--- config.mk ---
export PLATFORM = sky130hd
export DESIGN_NAME = conbus_rr_arbiter_flat
export DESIGN_NICKNAME = d
export VERILOG_FILES = /design/src/rtl/conbus_rr_arbiter_if.sv /design/src/rtl/conbus_rr_arbiter.sv /design/src/flat_wrapper.sv
export SDC_FILE = /design/constraint.sdc
export NUM_CORES = 1
export LEC_CHECK = 0
export CAP_MARGIN = 10
export CORE_UTILIZATION = 57
export DETAILED_ROUTE_END_ITERATION = 10
export PLACE_DENSITY = 0.89
export SYNTH_ARGS = -nofsm -noshare
export SYNTH_HDL_FRONTEND = slang
export SYNTH_SLANG_ARGS = --single-unit
--- constraint.sdc ---
create_clock -name sys_clk -period 6 [get_ports sys_clk]
set_input_delay 1.2 -clock sys_clk [delete_from_list [all_inputs] [get_ports sys_clk]]
set_output_delay 1.2 -clock sys_clk [all_outputs]
set_load 0.005 [all_outputs]
--- src/rtl/conbus_rr_arbiter_if.sv ---
// Arbiter-side bundle for the 7-master shared Wishbone interconnect.
// Latency: none, wires only.
// Backpressure: none; the grant is ownership and requesters hold cyc until they are done.
interface conbus_rr_arbiter_if;
  logic [6:0] req;          // per-master cyc
  logic [6:0] stb;          // per-master stb
  logic       bus_ack;      // OR of all slave acks
  logic [6:0] gnt;          // one-hot grant, zero when the bus is unowned
  logic [2:0] gnt_id;       // index of the granted master
  logic [6:0] err;          // one-cycle abort pulse to the owning master
  logic       timeout_evt;  // one-cycle pulse alongside err
  logic [2:0] abort_id;     // master most recently aborted

  // master: the arbiter, which drives the grant side of the bundle
  modport master (
    input  req, stb, bus_ack,
    output gnt, gnt_id, err, timeout_evt, abort_id
  );

  // slave: the requesters and interconnect, which consume the grant
  modport slave (
    output req, stb, bus_ack,
    input  gnt, gnt_id, err, timeout_evt, abort_id
  );
endinterface

--- src/rtl/conbus_rr_arbiter.sv ---
// Round-robin bus arbiter with a stalled-transfer watchdog for 7 Wishbone masters.
// Latency: grant is registered 1 cycle after req; owner handover happens with no idle cycle.
// Backpressure: no preemption; the owner keeps the bus until it drops cyc or the watchdog aborts.
module conbus_rr_arbiter #(
  parameter int N_MASTERS = 7,     // the port widths are fixed at 7 in this revision
  parameter int TIMEOUT   = 1024,  // stalled-strobe cycles before abort; 0 disables
  parameter int TO_W      = 16     // watchdog width; TIMEOUT < 2**TO_W
) (
  input logic                 sys_clk,
  input logic                 sys_rst_n,
  conbus_rr_arbiter_if.master bus
);

  typedef enum logic [1:0] {IDLE, OWN, ABORT} state_e;

  localparam logic            WD_EN   = (TIMEOUT != 0);
  localparam logic [TO_W-1:0] TO_LAST = TO_W'((TIMEOUT == 0) ? 0 : TIMEOUT - 1);

  // Round-robin pick. The scan starts at lst+1 and wraps modulo N_MASTERS.
  // The loop runs from the lowest priority to the highest, so the last hit wins.
  // The return value is {found, index}.
  function automatic logic [3:0] rr_pick(input logic [6:0] r, input logic [2:0] lst);
    logic [3:0] res;
    int         idx;
    res = 4'd0;
    for (int i = N_MASTERS; i >= 1; i--) begin
      idx = (int'(lst) + i) % N_MASTERS;
      if (r[3'(idx)]) res = {1'b1, 3'(idx)};
    end
    return res;
  endfunction

  state_e          state_q, state_d;
  logic [6:0]      gnt_q, gnt_d;
  logic [2:0]      gnt_id_q, gnt_id_d;
  logic [6:0]      err_q, err_d;
  logic            tevt_q, tevt_d;
  logic [2:0]      abort_id_q, abort_id_d;
  logic [2:0]      last_q, last_d;
  logic [TO_W-1:0] cnt_q, cnt_d;

  logic [6:0] own_oh;
  logic [3:0] pick_idle, pick_own, pick_abort;
  logic       do_grant;
  logic [2:0] win;

  assign own_oh     = 7'd1 << gnt_id_q;
  assign pick_idle  = rr_pick(bus.req, last_q);
  // On handover the current owner is masked out. last_q already equals the owner's index.
  assign pick_own   = rr_pick(bus.req & ~own_oh, last_q);
  // After an abort the aborted master is given the lowest priority.
  assign pick_abort = rr_pick(bus.req, abort_id_q);

  // Next-state logic: arbitration, handover, watchdog and abort isolation.
  always_comb begin
    state_d    = state_q;
    gnt_d      = gnt_q;
    gnt_id_d   = gnt_id_q;
    err_d      = 7'd0;
    tevt_d     = 1'b0;
    abort_id_d = abort_id_q;
    last_d     = last_q;
    cnt_d      = cnt_q;
    do_grant   = 1'b0;
    win        = 3'd0;

    case (state_q)
      IDLE: begin
        cnt_d = '0;
        if (pick_idle[3]) begin
          do_grant = 1'b1;
          win      = pick_idle[2:0];
        end
      end

      OWN: begin
        if (!bus.req[gnt_id_q]) begin
          // The owner released cyc. Hand the bus over directly or go idle.
          cnt_d = '0;
          if (pick_own[3]) begin
            do_grant = 1'b1;
            win      = pick_own[2:0];
          end else begin
            gnt_d   = 7'd0;
            state_d = IDLE;
          end
        end else if (bus.bus_ack || !bus.stb[gnt_id_q]) begin
          // Progress was made, or no strobe is pending. An ack on the threshold cycle also wins.
          cnt_d = '0;
        end else if (WD_EN) begin
          if (cnt_q == TO_LAST) begin
            err_d      = own_oh;
            tevt_d     = 1'b1;
            abort_id_d = gnt_id_q;
            gnt_d      = 7'd0;
            cnt_d      = '0;
            state_d    = ABORT;
          end else begin
            cnt_d = cnt_q + 1'b1;
          end
        end
      end

      ABORT: begin
        // gnt stays zero, so a late slave ack cannot reach any master.
        cnt_d = '0;
        if (!bus.req[abort_id_q]) begin
          if (pick_abort[3]) begin
            do_grant = 1'b1;
            win      = pick_abort[2:0];
          end else begin
            state_d = IDLE;
          end
        end
      end

      default: state_d = IDLE;
    endcase

    if (do_grant) begin
      gnt_d    = 7'd1 << win;
      gnt_id_d = win;
      last_d   = win;
      cnt_d    = '0;
      state_d  = OWN;
    end
  end

  // State register. The asynchronous reset drops the grant and any abort pulse at once.
  always_ff @(posedge sys_clk or negedge sys_rst_n) begin
    if (!sys_rst_n) begin
      state_q    <= IDLE;
      gnt_q      <= 7'd0;
      gnt_id_q   <= 3'd0;
      err_q      <= 7'd0;
      tevt_q     <= 1'b0;
      abort_id_q <= 3'd0;
      last_q     <= 3'd6;
      cnt_q      <= '0;
    end else begin
      state_q    <= state_d;
      gnt_q      <= gnt_d;
      gnt_id_q   <= gnt_id_d;
      err_q      <= err_d;
      tevt_q     <= tevt_d;
      abort_id_q <= abort_id_d;
      last_q     <= last_d;
      cnt_q      <= cnt_d;
    end
  end

  assign bus.gnt         = gnt_q;
  assign bus.gnt_id      = gnt_id_q;
  assign bus.err         = err_q;
  assign bus.timeout_evt = tevt_q;
  assign bus.abort_id    = abort_id_q;

endmodule

--- src/flat_wrapper.sv ---
// flat-port wrapper written by rule: the top's interface ports become plain ports
module conbus_rr_arbiter_flat 
#(
  parameter int N_MASTERS = 7,                                                       
  parameter int TIMEOUT   = 1024,                                                   
  parameter int TO_W      = 16                                         
)
  (sys_clk, sys_rst_n, bus_req, bus_stb, bus_bus_ack, bus_gnt, bus_gnt_id, bus_err, bus_timeout_evt, bus_abort_id);
  conbus_rr_arbiter_if bus_i ();
  input logic sys_clk;
  input logic sys_rst_n;
  input wire logic [$bits(bus_i.req)-1:0] bus_req;
  input wire logic [$bits(bus_i.stb)-1:0] bus_stb;
  input wire logic [$bits(bus_i.bus_ack)-1:0] bus_bus_ack;
  output wire logic [$bits(bus_i.gnt)-1:0] bus_gnt;
  output wire logic [$bits(bus_i.gnt_id)-1:0] bus_gnt_id;
  output wire logic [$bits(bus_i.err)-1:0] bus_err;
  output wire logic [$bits(bus_i.timeout_evt)-1:0] bus_timeout_evt;
  output wire logic [$bits(bus_i.abort_id)-1:0] bus_abort_id;
  assign bus_i.req = bus_req;
  assign bus_i.stb = bus_stb;
  assign bus_i.bus_ack = bus_bus_ack;
  assign bus_gnt = bus_i.gnt;
  assign bus_gnt_id = bus_i.gnt_id;
  assign bus_err = bus_i.err;
  assign bus_timeout_evt = bus_i.timeout_evt;
  assign bus_abort_id = bus_i.abort_id;
  conbus_rr_arbiter #(.N_MASTERS(N_MASTERS), .TIMEOUT(TIMEOUT), .TO_W(TO_W)) u_core (.sys_clk(sys_clk), .sys_rst_n(sys_rst_n), .bus(bus_i));
endmodule
Yosys cells after proc, flatten, opt, wreduce, memory -nomap -nowiden:

Index checks and enable logic that the tools add are counted.

* add/subtract/negate cells: 15
* divide/modulo/power cells: 14
* $lt $le $gt $ge: 16
* eq/ne operators: 12
* shifts and indexed selects: 2
* muxes and demuxes: 129
* bitwise gates (word level): 3
* reductions and logical operators: 9

Operators by type and width (count)
* remainder unit 32 x 4 -> 32 bit (second input constant): 14
* 2-to-1 mux 4 bit: 21
* binary-select mux 1 bit (select 3 bit): 24
* less-than comparator 3 x 5 -> 1 bit (second input constant): 14
* 2-to-1 mux 7 bit: 10
* 2-to-1 mux 16 bit: 4
* 2-to-1 mux 1 bit: 54
* adder 3 x 3 -> 4 bit (second input constant): 8
* case mux 16 bit (2 select lines): 1
* adder 16 x 1 -> 16 bit (second input constant): 1
* adder 3 x 2 -> 4 bit (second input constant): 4
* equality test 16 x 10 -> 1 bit (second input constant): 1
* 2-to-1 mux 3 bit: 5
* 2-to-1 mux 2 bit: 7
* left shift 1 x 3 -> 7 bit (first input constant): 2
* inequality test 3 x 2 -> 1 bit (second input constant): 3
* case mux 3 bit (3 select lines): 1
* adder 3 x 1 -> 4 bit (second input constant): 2
* less-than comparator 3 x 4 -> 1 bit (second input constant): 2
* inequality test 4 x 3 -> 1 bit (second input constant): 2
* AND reduction 4 bit: 2
* bitwise AND 7 bit: 1
* inverter 7 bit: 1
* inequality test 3 bit (second input constant): 2
* 14 further kinds: 14

* register bits after elaboration: 42
* input port bits: 17
* output and inout bits: 21
* word-level logic and storage cells: 208

Depth between registers and ports, before layout:

* depth in word-level cells: 18
* gate-level depth with buffers: 26
* gate-level depth less buffers: 20

Least setup slack after synthesis:

Ideal clock, no wire load.

* path kind: register -> register
* start: reg u_core.abort_id_q[0] (netlist: u_core.bus.abort_id[0])
* end: reg u_core.gnt_q[0] (netlist: u_core.bus.gnt[0])
* library setup time: 0.104 ns
* arrival: 6.204 ns
* data required time: 5.896 ns
* slack: -0.308 ns
* stages on the path, launching flop included: 26
* buffers on the path: 8
* clock period less this slack: 6.308 ns
* cells stage by stage: dfrtp_1 -> clkbuf_1 -> buf_2 -> buf_2 -> buf_2 -> buf_1 -> clkbuf_1 -> inv_1 -> ha_1 -> clkbuf_1 -> clkinv_1 -> ha_1 -> ha_1 -> a31oi_1 -> xnor2_1 -> ha_1 -> nand2_1 -> o22ai_1 -> mux2i_1 -> mux2_2 -> nor3_1 -> a211oi_4 -> o311a_1 -> a211o_1 -> buf_2 -> o41ai_2

* cells in the longest elaborated chain, start to end: 17
* elaborated cells between the ends (all ways): 57
* classes of those cells: add/sub: 7; div: 7; eq/ne: 3; shift: 1; mux: 37; reduce/logical: 2

Ends and longest elaborated chain
* from (decl): line conbus_rr_arbiter.sv:38 `logic [2:0] abort_id_q, abort_id_d;`
* from (signal assigned): line conbus_rr_arbiter.sv:146 `abort_id_q <= abort_id_d;`
* adder 3 x 3 -> 4 bit: line conbus_rr_arbiter.sv:27 `idx = (int'(lst) + i) % N_MASTERS;`
* remainder unit 32 x 4 -> 32 bit: line conbus_rr_arbiter.sv:27
* binary-select mux 1 bit (select 3 bit): line conbus_rr_arbiter.sv:28 `if (r[3'(idx)]) res = {1'b1, 3'(idx)};`
* 2-to-1 mux 1 bit (implied by the code) (2 in series): line conbus_rr_arbiter.sv:28
* 2-to-1 mux 4 bit (7 in series): line conbus_rr_arbiter.sv:28
* 2-to-1 mux 1 bit or 2-to-1 mux 3 bit (tied branches): line conbus_rr_arbiter.sv:108 `if (pick_abort[3]) begin`
* 2-to-1 mux 1 bit or 2-to-1 mux 3 bit (tied branches): line conbus_rr_arbiter.sv:107 `if (!bus.req[abort_id_q]) begin`
* case mux 1 bit (3 select lines) or case mux 3 bit (3 select lines) (tied branches): line conbus_rr_arbiter.sv:67 `case (state_q)`
* inequality test 3 bit (no source line) (tied with other cells)
* AND reduction 4 bit (no source line) or 2-to-1 mux 7 bit (tied branches)
* to (signal assigned): line conbus_rr_arbiter.sv:142 `gnt_q <= gnt_d;`
* to (decl): line conbus_rr_arbiter.sv:34 `logic [6:0] gnt_q, gnt_d;`

Parallel ways exist; a longest one is shown, timed or not. The select of a mux whose other input is x is not followed.
A chain may end at the register's enable or synchronous reset.

Worst setup path in the final report:

* start: reg u_core.last_q[1]
* end: reg u_core.gnt_q[6] (netlist: u_core.bus.gnt[6])

* cells in the longest elaborated chain, start to end: 17
* elaborated cells between the ends (all ways): 85
* classes of those cells: add/sub: 7; div: 7; eq/ne: 3; shift: 1; mux: 65; reduce/logical: 2

Ends and longest elaborated chain
* from (decl): line conbus_rr_arbiter.sv:39 `logic [2:0] last_q, last_d;`
* from (signal assigned): line conbus_rr_arbiter.sv:147 `last_q <= last_d;`
* adder 3 x 3 -> 4 bit: line conbus_rr_arbiter.sv:27
* remainder unit 32 x 4 -> 32 bit: line conbus_rr_arbiter.sv:27
* binary-select mux 1 bit (select 3 bit): line conbus_rr_arbiter.sv:28
* 2-to-1 mux 1 bit (implied by the code) (2 in series): line conbus_rr_arbiter.sv:28
* 2-to-1 mux 4 bit (7 in series): line conbus_rr_arbiter.sv:28
* 2-to-1 mux 1 bit or 2-to-1 mux 3 bit (tied branches): line conbus_rr_arbiter.sv:80 `if (pick_own[3]) begin`
* 2-to-1 mux 1 bit or 2-to-1 mux 3 bit (tied branches): line conbus_rr_arbiter.sv:77 `if (!bus.req[gnt_id_q]) begin`
* case mux 1 bit (3 select lines) or case mux 3 bit (3 select lines) (tied branches): line conbus_rr_arbiter.sv:67
* inequality test 3 bit (no source line) (tied with other cells)
* AND reduction 4 bit (no source line) or 2-to-1 mux 7 bit (tied branches)

Parallel ways exist; a longest one is shown, timed or not. The select of a mux whose other input is x is not followed.

==> results.py <==
metrics = {
    "drt": {
        "drt_iter0_drc": 1019,
        "firstDrtPassIters": 5,
        "routed_wl_um": 23500,
        "drc": 0,
        "wl_per_cell_um": 19.7,
        "num_vias": 8441,
        "vias_per_cell": 7.08,
        "final_antenna_net_count": 0,
    },
    "clock_network": {
        "clk_pin_slew_ps": 60,
        "clock-sinks": 41,
        "cts-htree-levels": 2,
        "cts-root-buf": "clkbuf_16",
        "cts_made_buffers": 5,
        "clk_latency_ps": 290,
        "cts_tree": "done",
        "clockBufferDepth": 2,
    },
    "grt": {
        "grt_util_met1": 0.437,
        "overflow": 0,
        "busiest_layer": "met2",
        "met3_usage": 0.0533,
        "met2_usage": 0.538,
        "grt_pass1_vias": 7736,
        "grt_usage": 0.335,
        "grt_pass1_wl_um": 38500,
        "grt_max_degree": 52,
        "antenna_found_initial": 0,
    },
    "worst_hold_path": {
        "hold_end": "u_core.bus.gnt[3]",
        "worstHoldStart": "u_core.bus.gnt[3]",
        "hp-class": "reg -> reg",
        "hold_depth": 1,
    },
    "setup_path": {
        "cp-end-kind": "flip-flop",
        "r2r-start": "u_core.last_q[1]",
        "crit_path_top_delay_cell": "dfstp_2",
        "crit_path_max_fanout": 12,
        "path_buf_inv": 2,
        "required_ps": 6180,
        "cpMostUsedCell": "ha_1",
        "r2r_cells": 20,
        "r2r_setup_slack_ps": 360,
        "timing.rr.end": "u_core.bus.gnt[6]",
        "crit_family": "compound AO/OA/AOI/OAI gates",
        "critPathLaunchType": "flip-flop",
        "path_class": "reg -> reg",
        "critical_path.cell_chain": "ha_1 > xor2_4 > inv_2 > ha_1 > ha_1 > nand2b_1 > o221ai_1 > nor3_1 > inv_1 > ha_1 > o211ai_1 > nand2_1 > o31a_1 > o221ai_1 > o221a_2 > nand3_1 > o31a_1 > and3b_4 > or3_4 > a22o_1",
        "max_stage_delay_ps": 610,
        "arrival_ps": 5820,
    },
    "sta": {
        "hold_viol_final": 0,
        "finalWorstSetupSlack_ps": 359,
        "fin_crit_sh": 0.940,
        "setup_violations": 0,
        "slew_headroom": 0.379,
        "rsz0062_at_grt": "no",
        "fmax_mhz": 177,
        "clock_skew_ps": 4.28,
        "slew_violations": 0,
        "fin_crit_ps": 5640,
        "fin_setup_tns_ps": 0,
        "worst_slew_pin_slew_ps": 925,
    },
    "synth": {
        "synth_area_sq_mm": 0.00762,
        "synth_largest_area_cell": "dfrtp_1",
        "ys_warn_count": 0,
        "synth_top_area_share": 0.128,
        "synth_edf_count": 0,
        "syn_nets": 1080,
        "yosysSeqAreaShare": 0.135,
        "yosys-top-cells-area": "dfrtp_1 13%, ha_1 8.7%, mux2i_1 5.3%, o21ai_0 5.2%, nand2_1 4.8%",
        "syn_avg_cell_area_sq_um": 7.55,
        "ys_types": 102,
        "netlist_instances": 1010,
        "synth.ff_latch_count": 41,
        "ys_async_sr_fraction": 1.00,
        "synth-main-ff-cell": "dfrtp_1",
    },
    "floorplan": {
        "num_io_pins": 38,
        "die_w_um": 118,
        "core_sq_mm": 0.0128,
        "start_util": 0.594,
        "die_y_um": 118,
        "die_area_sq_mm": 0.0138,
        "rows": 41,
    },
    "placement": {
        "place_area_sq_mm": 0.00814,
        "dp_hpwl_um": 17300,
        "io_buffers": 37,
        "place_congestion": 1.04,
        "pre_cts_ws_ps": 472,
    },
    "finish": {
        "area_growth_pct": 9.47,
        "drive_gt1_frac": 0.108,
        "multiInputGateArea_sq_mm": 0.00621,
        "nets": 1089,
        "final_core_util": 0.651,
        "fillCellCount": 1084,
        "seqCellArea_sq_mm": 0.00103,
        "postLayoutCellArea_sq_mm": 0.00834,
        "antennaDiodeCount": 0,
    },
    "run": {
        "max_cap_violations": 0,
    },
    "status": {
        "outcome": "completed",
    },
}
## area by class of cell
type,instances,area share
Clock inverter,3,0.00825
Tap cell,172,0.0258
Sequential cell,41,0.124
Clock buffer,5,0.0150
Inverter,41,0.0189
Timing Repair Buffer,59,0.0636
Multi-Input combinational cell,871,0.745
## sequential cells by signal, indices dropped and copies added, names as in the netlist
register,cells
u_core.bus.gnt,7
u_core.state_q,2
u_core.bus.abort_id,3
u_core.bus.gnt_id,2
u_core.bus.err,7
u_core.cnt_q,16
u_core.last_q,3
u_core.bus.timeout_evt,1
## worst max-delay path by stage
| stage | start | to | cells after the start |
|---|---|---|---|
| after floorplan | u_core.bus.abort_id[0] | u_core.bus.gnt[0] | 25 |
| after global placement | u_core.last_q[2] | u_core.bus.gnt[3] | 18 |
| after detailed placement | u_core.last_q[1] | u_core.bus.gnt[6] | 20 |
| after CTS | u_core.last_q[2] | u_core.bus.gnt[6] | 18 |
| after global routing | u_core.last_q[2] | u_core.bus.gnt[1] | 18 |
| final | u_core.last_q[1] | u_core.bus.gnt[6] | 20 |
## synthesized netlist by cell type, types with 6 or more instances
| master | number |
|---|---|
| a211oi_1 | 21 |
| a21o_1 | 16 |
| a21oi_1 | 55 |
| a31oi_1 | 18 |
| and2_1 | 9 |
| and3_1 | 16 |
| buf_2 | 12 |
| clkbuf_1 | 36 |
| dfrtp_1 | 39 |
| ha_1 | 53 |
| inv_1 | 36 |
| mux2_2 | 13 |
| mux2i_1 | 40 |
| mux4_2 | 10 |
| nand2_1 | 98 |
| nand2b_1 | 20 |
| nand3_1 | 49 |
| nand3b_1 | 10 |
| nand4_1 | 8 |
| nor2_1 | 67 |
| nor2b_1 | 11 |
| nor3_1 | 26 |
| nor3b_1 | 9 |
| nor4_1 | 7 |
| o211ai_1 | 16 |
| o21ai_0 | 79 |
| o21ai_1 | 6 |
| o221ai_1 | 9 |
| o22ai_1 | 8 |
| o311a_1 | 6 |
| o31a_1 | 7 |
| o31ai_1 | 12 |
| or2_2 | 10 |
| xnor2_1 | 25 |
## cells by family after synthesis
family,count (synthesis),synth area share
XOR/XNOR,33,0.0424
buffers and inverters,98,0.0525
multiplexers,64,0.103
flip-flops,41,0.135
adder cells (fa/ha/maj),53,0.0870
AND/OR/NAND/NOR,376,0.259
AO/OA/AOI/OAI,345,0.321
## cell usage in the layout, fill, tap and decap left out, types with 7 or more instances in the layout
master and instances:
a21o_1 16, xnor2_1 25, nor2_1 67, a21oi_1 55
o31ai_1 12, or2_2 10, nor3_1 25, dfrtp_1 37
nand2b_1 20, a31oi_1 18, inv_1 36, a211oi_1 21
nand4_1 8, o211ai_1 16, nand2_1 98, o22ai_1 8
nand3b_1 10, ha_1 53, nor3b_1 9, nor2b_1 11
and3_1 16, o221ai_1 9, mux2_2 13, mux4_2 10
o21ai_0 79, mux2i_1 39, and2_1 9, nand3_1 49
buf_4 22, o31a_1 7, clkdlybuf4s50_1 36
## through the flow
step                      hold slack (ps)  cells
after global placement                483   1184
after floorplan                       462   1010
after detailed placement              489   1184
after CTS                             503   1192
after global routing                  527   1192
final                                 501   1192
## layer usage
layer	part of all wire	vias to the layer above
met5	0	-
met4	0.047	0
met3	0.097	110
met2	0.45	515
met1	0.40	3943
li1	-	3873
## worst reg2reg max path, stage by stage, from the launching register on
cell	delay, ps
dfstp_2	610
ha_1	310
xor2_4	270
inv_2	150
ha_1	210
ha_1	270
nand2b_1	100
o221ai_1	100
nor3_1	370
inv_1	170
ha_1	270
o211ai_1	130
nand2_1	190
o31a_1	320
o221ai_1	310
o221a_2	290
nand3_1	170
o31a_1	410
and3b_4	230
or3_4	390
a22o_1	240
## repair_timing
item                                    in CTS  in global routing
hold buffers                                 0                  0
endpoints found under the setup margin       0                  4
buffers inserted                             0                  0
gates resized for setup                      0                  1
Power is left out: the tool's default activity adds up to more than one toggle a clock period on the data nets, which glitch-free logic cannot reach.
